===== src/rtl/mem_arbiter_pkg.sv =====
// Shared types and constants for the memory arbiter: FSM state encoding,
// port indices and a small helper that turns a port index into a one-hot grant.
package mem_arbiter_pkg;

   typedef enum logic [1:0] {
      ST_IDLE   = 2'd0,
      ST_ACCESS = 2'd1,
      ST_DONE   = 2'd2
   } state_t;

   localparam logic PORT_CPU = 1'b0;
   localparam logic PORT_DMA = 1'b1;

   function automatic logic [1:0] port_onehot(input logic port);
      return port ? 2'b10 : 2'b01;
   endfunction

endpackage


===== src/rtl/mem_arbiter_rr_pick2.sv =====
// Combinational two-way round-robin picker: a lone requester wins outright,
// and on contention the port that did not win last time takes the grant.
module rr_pick2
   import mem_arbiter_pkg::*;
(
   input  logic [1:0] req,
   input  logic       last,
   output logic       winner,
   output logic       valid
);

   always_comb begin
      valid  = |req;
      winner = PORT_CPU;
      case (req)
         2'b01:   winner = PORT_CPU;
         2'b10:   winner = PORT_DMA;
         2'b11:   winner = ~last;
         default: winner = PORT_CPU;
      endcase
   end

endmodule


===== src/rtl/mem_arbiter.sv =====
// Arbitrates the single memory_bus port between the CPU (port 0) and the DMA/loader
// (port 1): latches one request, holds it on the bus for BUS_LATENCY clocks, then acks.
module mem_arbiter
   import mem_arbiter_pkg::*;
#(
   parameter int BUS_LATENCY = 2
) (
   input  logic        clk,
   input  logic        reset,
   input  logic        req_0,
   input  logic        req_1,
   input  logic        we_0,
   input  logic        we_1,
   input  logic [15:0] addr_0,
   input  logic [15:0] addr_1,
   input  logic [7:0]  wdata_0,
   input  logic [7:0]  wdata_1,
   output logic        ack_0,
   output logic        ack_1,
   output logic [7:0]  rdata,
   output logic [1:0]  grant,
   output logic        busy,
   output logic [15:0] bus_address,
   output logic [7:0]  bus_data_in,
   output logic        bus_write_enable,
   input  logic [7:0]  bus_data_out
);

   state_t      state;
   state_t      state_next;
   logic [2:0]  cnt;
   logic        last;
   logic        owner;
   logic        acc_we;
   logic        pick_winner;
   logic        pick_valid;
   logic        cnt_done;

   rr_pick2 u_pick (
      .req    ({req_1, req_0}),
      .last   (last),
      .winner (pick_winner),
      .valid  (pick_valid)
   );

   assign cnt_done = (cnt == 3'(BUS_LATENCY - 1));

   always_comb begin
      state_next = state;
      case (state)
         ST_IDLE:   if (pick_valid) state_next = ST_ACCESS;
         ST_ACCESS: if (cnt_done) state_next = ST_DONE;
         ST_DONE:   state_next = ST_IDLE;
         default:   state_next = ST_IDLE;
      endcase
   end

   always_ff @(posedge clk) begin
      if (reset) state <= ST_IDLE;
      else       state <= state_next;
   end

   // The write strobe and ack are self-clearing, so each lasts exactly one cycle;
   // the bus address/data keep their last value while idle.
   always_ff @(posedge clk) begin
      if (reset) begin
         cnt              <= '0;
         last             <= PORT_DMA;
         owner            <= PORT_CPU;
         acc_we           <= 1'b0;
         ack_0            <= 1'b0;
         ack_1            <= 1'b0;
         rdata            <= '0;
         grant            <= '0;
         busy             <= 1'b0;
         bus_address      <= '0;
         bus_data_in      <= '0;
         bus_write_enable <= 1'b0;
      end else begin
         ack_0            <= 1'b0;
         ack_1            <= 1'b0;
         bus_write_enable <= 1'b0;
         case (state)
            ST_IDLE: begin
               if (pick_valid) begin
                  bus_address      <= pick_winner ? addr_1 : addr_0;
                  bus_data_in      <= pick_winner ? wdata_1 : wdata_0;
                  bus_write_enable <= pick_winner ? we_1 : we_0;
                  acc_we           <= pick_winner ? we_1 : we_0;
                  owner            <= pick_winner;
                  last             <= pick_winner;
                  grant            <= port_onehot(pick_winner);
                  busy             <= 1'b1;
                  cnt              <= '0;
               end
            end
            ST_ACCESS: begin
               cnt <= cnt + 3'd1;
               if (cnt_done) begin
                  if (!acc_we) rdata <= bus_data_out;
                  ack_0 <= (owner == PORT_CPU);
                  ack_1 <= (owner == PORT_DMA);
               end
            end
            ST_DONE: begin
               grant <= '0;
               busy  <= 1'b0;
            end
            default: begin
               grant <= '0;
               busy  <= 1'b0;
            end
         endcase
      end
   end

endmodule


===== config.mk =====
export PLATFORM = sky130hd
export DESIGN_NAME = mem_arbiter
export DESIGN_NICKNAME = d
export VERILOG_FILES = /design/src/rtl/mem_arbiter_pkg.sv /design/src/rtl/mem_arbiter_rr_pick2.sv /design/src/rtl/mem_arbiter.sv
export SDC_FILE = /design/constraint.sdc
export NUM_CORES = 1
export LEC_CHECK = 0
export CORE_ASPECT_RATIO = 1.4
export CORE_MARGIN = 2
export CORE_UTILIZATION = 45
export CTS_BUF_LIST = sky130_fd_sc_hd__clkbuf_4 sky130_fd_sc_hd__clkbuf_8
export CTS_CLUSTER_SIZE = 40
export DETAILED_ROUTE_END_ITERATION = 7
export GPL_ROUTABILITY_DRIVEN = 0
export PLACE_DENSITY = 0.95
export SKIP_LAST_GASP = 1
export SYNTH_ARGS = -nofsm -noshare
export SYNTH_HDL_FRONTEND = slang
export SYNTH_HIERARCHICAL = 1
export SYNTH_SLANG_ARGS = --single-unit

===== constraint.sdc =====
create_clock -name clk -period 2.4 [get_ports clk]
set_clock_uncertainty 0.1 [all_clocks]
set_input_delay 0.36 -clock clk [delete_from_list [all_inputs] [get_ports clk]]
set_output_delay 0.36 -clock clk [all_outputs]
set_load 0.05 [all_outputs]

==> results.py, run 1 <==
metrics = {
    "routing": {
        "vias": 1911,
        "remaining_drc_errors": 0,
        "drtIter0Drc": 122,
        "wl_per_cell_um": 13.7,
        "vias_per_cell": 4.95,
        "firstDrtPassIters": 4,
        "final_antenna_net_count": 0,
        "routed_wl_um": 5300,
    },
    "logic_synthesis": {
        "synth_flop_cell": "dfxtp_1",
        "syn_area_um2": 2020,
        "synth-edff-count": 0,
        "syn_nets": 292,
        "synthArstFlopShare_pct": 0,
        "netlist_instances": 228,
        "syn_area_per_cell_um2": 8.85,
        "synth-seq-cells": 46,
        "synth-warning-count": 6,
        "synth.distinct_cells": 33,
        "ys_seq_area_share_pct": 45.6,
    },
    "critical_path": {
        "worstSetupStartpointType": "register",
        "arrival_ns": 1.47,
        "worstPathRequired_ns": 1.94,
        "crit_buf_inv": 1,
        "crit_fanout": 2,
        "worst_r2r_endpoint": "rdata[2]",
        "cp_top_family": "buffers and inverters",
        "crit_path_top_delay_cell": "clkdlybuf4s50_1",
        "regToRegSetupSlack_ns": 0.61,
        "slowest_delay_ns": 0.82,
        "crit_chain": "clkdlybuf4s50_1",
        "r2r-start": "state[0]",
        "ff2ff_path_depth": 3,
        "crit_path_end_kind": "output pin",
        "crit_type": "reg2out",
    },
    "hold_path": {
        "hold_path_class": "reg2reg",
        "min_path_cells": 2,
        "hp-start": "rdata[3]",
        "min_to": "rdata[3]",
    },
    "global_route": {
        "overflow": 0,
        "antenna_found_initial": 0,
        "grt_pass1_wl_um": 8190,
        "grt_usage_pct": 20.7,
        "grt_pass1_vias": 1787,
        "grt_max_degree": 28,
    },
    "clock_tree": {
        "cts-resized-gates": 0,
        "cts-hold-fix-buffers": 0,
        "postCtsSetupBuffers": 0,
        "cts-root-buf": "clkbuf_8",
        "clock-sinks": 46,
        "ctsHtreeMaxLevel": 2,
        "tritoncts": "done",
        "clkTransAtPathRegs_ns": 0.09,
        "max-clock-path-buffers": 2,
        "clock_latency_ns": 0.29,
        "cts_buffers": 5,
    },
    "power_and_ir_drop": {
        "p_per_area_nw_per_um2": 673,
        "finalPower_mw": 2.14,
        "peakVddDrop_v": 0.000507,
        "p_leak_nw": 1.23,
    },
    "outcome": {
        "outcome": "complete, no violations",
    },
    "floorplan": {
        "initial_utilization_pct": 47.2,
        "die_x_um": 60.6,
        "core-area_um2": 4270,
        "dieArea_um2": 5040,
        "dieHeight_um": 83.2,
        "fp-row-count": 28,
        "io-pin-count": 100,
    },
    "placement": {
        "hpwl_um": 3770,
        "place.port_buffers": 99,
    },
    "timing": {
        "setup_viol": 0,
        "fin_crit_sh_pct": 80.3,
        "slew_headroom_pct": 64.0,
        "rsz0062_at_grt": "false",
        "fin_crit_ns": 1.93,
        "max_freq_ghz": 0.519,
        "finalHoldViolCount": 0,
        "slew_violations": 0,
        "fin_setup_tns_ns": 0,
        "tightest_slew_ns": 0.539,
    },
    "layout": {
        "fin_nets": 389,
        "diodes": 0,
        "syn_to_final_growth_pct": 57.6,
        "drive_above_1_share_pct": 8.28,
        "nFillCells": 322,
    },
    "flow_run": {
        "cap_violations": 0,
    },
}
cell usage after synthesis (all sizes together) (2+ instances only):
master	count	area, um2
a21oi	4	20.0
a31oi	2	12.5
buf	6	47.5
clkbuf	10	38.8
dfxtp	46	921
ha	2	25.0
inv	2	7.51
mux2i	10	100
nand2	3	11.3
nand2b	16	100
nand4bb	2	22.5
nor2	57	216
nor2b	26	163
nor3	3	15.0
nor3b	3	22.5
o22ai	24	200
worst max-delay path by stage:
stage                   start        endpoint  slack [ns]  depth (start not counted)
2_1_floorplan           req_1  bus_address[1]        0.68                          6
3_3_place_gp            req_1  bus_address[8]        0.32                          6
3_5_place_dp            req_1  bus_address[2]        0.27                          6
4_1_cts        bus_data_in[5]  bus_data_in[5]        0.46                          1
5_1_grt        bus_data_in[5]  bus_data_in[5]        0.43                          1
6_report       bus_data_in[5]  bus_data_in[5]        0.47                          1
cell families after synthesis:
| family | Yosys count | share of synthesized area [%] |
|---|---|---|
| AOI/OAI and AO/OA | 35 | 13.3 |
| adders and majority gates | 2 | 1.24 |
| muxes | 10 | 4.96 |
| DFF | 46 | 45.6 |
| and+or+nand+nor | 117 | 30.2 |
| buffers and inverters | 18 | 4.65 |
stage by stage:
stage	area [um2]	hold slack (ns)	worst slack [ns]	utilization, %	instances
4_1_cts	3180	0.370	0.459	74.4	386
5_1_grt	3180	0.398	0.425	74.4	386
6_report	3180	0.377	0.473	74.4	386
2_1_floorplan	2020	0.316	0.683	-	228
3_5_place_dp	3070	0.359	0.268	71.8	378
3_3_place_gp	3070	0.358	0.316	71.8	378
worst min-delay path, delay by kind of cell (launching register included):
family	cells	cell delay, ns
mux	1	0.06
flops	1	0.32
simple gates	1	0.06
flip-flops by register name (all words and copies together) (netlist names), 2 cells and up:
signal,cells
grant,2
bus_address,16
state,2
rdata,8
cnt,3
bus_data_in,8
cell usage in the layout (no fill, tap or decap), drive strengths merged, types with 2 or more instances in the layout:
cell / count
nor2b: 26
buf: 8
a21oi: 4
nand2: 3
inv: 2
a31oi: 2
dfxtp: 46
nor2: 57
nor3b: 3
nand2b: 16
mux2i: 10
nand4bb: 2
ha: 2
clkdlybuf4s50: 98
clkbuf: 6
o22ai: 24
nor3: 3
report_power, final:
group / internal [mW] / switching [mW]
logic: 0.294 / 0.391
registers: 0.838 / 0.0438
clock network: 0.322 / 0.251
cell type report:
class	instances	area, um2	area share [%]
Timing Repair Buffer	106	1050	33.0
Multi-Input combinational cell	164	1010	31.8
Inverter	2	7.51	0.236
Sequential cell	46	921	29.0
Clock inverter	2	37.5	1.18
Tap cell	60	75.1	2.36
Clock buffer	6	76.3	2.40
layer usage:
| metal | part of all wire [%] | routed length (um) | global-route usage (%) | vias up |
|---|---|---|---|---|
| li1 | - | - | - | 960 |
| met1 | 41 | 2160 | 24.2 | 878 |
| met2 | 52 | 2770 | 35.9 | 69 |
| met3 | 6.0 | 320 | 3.89 | 4 |
| met4 | 0.96 | 51 | 7.51 | 0 |
| met5 | 0 | 0 | 0 | - |
Note: power is estimated with default switching activity, not from simulation.
==> run 2, diff against run 1 <==
- CORE_UTILIZATION: 45 -> 37
- PLACE_DENSITY: 0.95 -> 0.89
- clock period: 2.4 -> 1.6 ns (I/O delays scaled with it)
==> run 2 against run 1 <==
The flow now finishes with violations (setup timing). Critical path type is now reg2reg. Combinational power up 68%. Worst setup slack worse by 0.51 ns. Sequential share of layout area down 1.3 points.
==> results.py, run 2 (synthesis results as in run 1) <==
metrics = {
    "critical_path": {
        "worst_r2r_endpoint": "bus_address[5]",
        "crit_fanout": 6,
        "worstSetupStartpointType": "register",
        "crit_type": "reg2reg",
        "regToRegSetupSlack_ns": -0.04,
        "arrival_ns": 1.72,
        "crit_path_end_kind": "register",
        "worstPathRequired_ns": 1.68,
        "r2r-start": "last",
        "ff2ff_path_depth": 5,
    },
    "timing": {
        "finalHoldViolCount": 0,
        "setup_viol": 4,
        "rsz0062_at_grt": "true",
        "fin_crit_ns": 1.64,
        "tightest_slew_ns": 0.339,
        "fin_crit_sh_pct": 102,
        "fin_setup_tns_ns": -0.0400,
        "max_freq_ghz": 0.611,
        "slew_violations": 0,
        "setup_ws_ns": -0.0357,
        "slew_headroom_pct": 76.8,
    },
    "layout": {
        "utilization_pct": 63.8,
        "final_cell_mix": "58 x clkdlybuf4s50_1, 55 x nor2_1, 51 x buf_4",
        "max_flop_register": "bus_address",
        "fin_nets": 401,
        "diodes": 0,
        "largest_register_ff_count": 16,
        "final_common_cell": "clkdlybuf4s50_1",
        "drive_above_1_share_pct": 26.4,
        "syn_to_final_growth_pct": 65.4,
        "reg_top3": "bus_address x16, bus_data_in x8, rdata x8",
    },
    "power_and_ir_drop": {
        "peakVddDrop_v": 0.000520,
        "p_leak_nw": 1.41,
        "p_per_area_nw_per_um2": 947,
    },
    "global_route": {
        "grt_max_degree": 30,
        "antenna_found_initial": 0,
        "grt_pass1_wl_um": 9030,
        "overflow": 0,
        "grt_pass1_vias": 1909,
        "grt_usage_pct": 19.2,
    },
    "hold_path": {
        "hp-start": "reset",
        "min_path_cells": 3,
        "hold_path_class": "in2reg",
        "min_to": "cnt[1]",
    },
    "clock_tree": {
        "clkTransAtPathRegs_ns": 0.08,
        "cts-root-buf": "clkbuf_8",
        "cts-hold-fix-buffers": 0,
        "cts_buffers": 5,
        "clock-sinks": 46,
        "clock_latency_ns": 0.28,
        "ctsHtreeMaxLevel": 2,
        "max-clock-path-buffers": 2,
        "tritoncts": "done",
    },
    "outcome": {
        "violations": "setup timing",
        "outcome": "finished, violations left",
    },
    "routing": {
        "routed_wl_um": 6060,
        "vias": 1986,
        "remaining_drc_errors": 0,
        "vias_per_cell": 4.93,
        "wl_per_cell_um": 15.0,
        "final_antenna_net_count": 0,
        "drtIter0Drc": 88,
        "firstDrtPassIters": 4,
    },
    "floorplan": {
        "dieHeight_um": 91.4,
        "initial_utilization_pct": 38.5,
        "dieArea_um2": 6070,
        "fp-row-count": 31,
        "io-pin-count": 100,
        "die_x_um": 66.4,
        "core-area_um2": 5240,
    },
    "placement": {
        "place.port_buffers": 99,
        "hpwl_um": 4080,
    },
    "flow_run": {
        "cap_violations": 0,
    },
}
## run 2: cell types whose count changed in the layout (fill, tap and decap cells not counted), moves of 2 or more
cell             before  now
o22ai_2               8   13
o22ai_4               0    4
dlygate4sd2_1         0    2
clkdlybuf4s50_1      98   58
o22ai_1              16    7
buf_4                 6   51
buf_16                0    3
## run 2: worst max-delay path by stage
stage	depth (start not counted)	start	endpoint
detailed placement	6	req_1	bus_data_in[7]
floorplan	6	last	bus_address[1]
finish	5	last	bus_address[5]
global placement	6	req_1	bus_address[12]
CTS	5	last	bus_address[5]
global route	5	last	bus_address[2]
## run 2: worst max-delay path, stage by stage, from the launching register on
cell	delay [ns]
dfxtp_2	0.34
a21boi_2	0.05
or4b_4	0.61
buf_12	0.20
o22ai_4	0.17
nor2_1	0.06
## run 2: final cells by class
cell class,instances,area [um2]
fillers,429,1900
repair buffers,118,1130
multi-input cells,164,1110
flip-flops and latches,46,922
clock buffers,7,83.8
well taps,66,82.6
inverters,2,7.51
## run 2: layer usage
layer	share of wire [%]	global-route usage [%]	up-vias
li1	-	-	983
met1	40	22.0	939
met2	53	34.3	56
met3	4.5	3.72	8
met4	2.3	7.31	0
met5	0	0	-
## run 2: timing repair
item / CTS / global route
gates cloned: 3 / 1
resized for setup: 13 / 8
endpoints found under the setup margin: 25 / 24
pin swaps: 5 / 1
buffers inserted: 0 / 1
## run 2: report_power, final
group / switching [mW] / internal (mW)
sequential: 0.0601 / 1.26
combinational: 0.652 / 0.503
clock: 0.353 / 0.335
## run 2: per-stage QoR
step | setup slack [ns] | instances | hold slack (ns) | total power, mW | cell area (um2)
global route | -0.0791 | 403 | 0.390 | 3.30 | 3340
detailed placement | -0.413 | 391 | 0.365 | 2.37 | 3050
global placement | -0.379 | 391 | 0.361 | 2.35 | 3050
CTS | -0.0262 | 401 | 0.328 | 3.15 | 3260
floorplan | 0.00240 | 228 | 0.261 | 1.97 | 2020
finish | -0.0357 | 403 | 0.364 | 3.16 | 3340
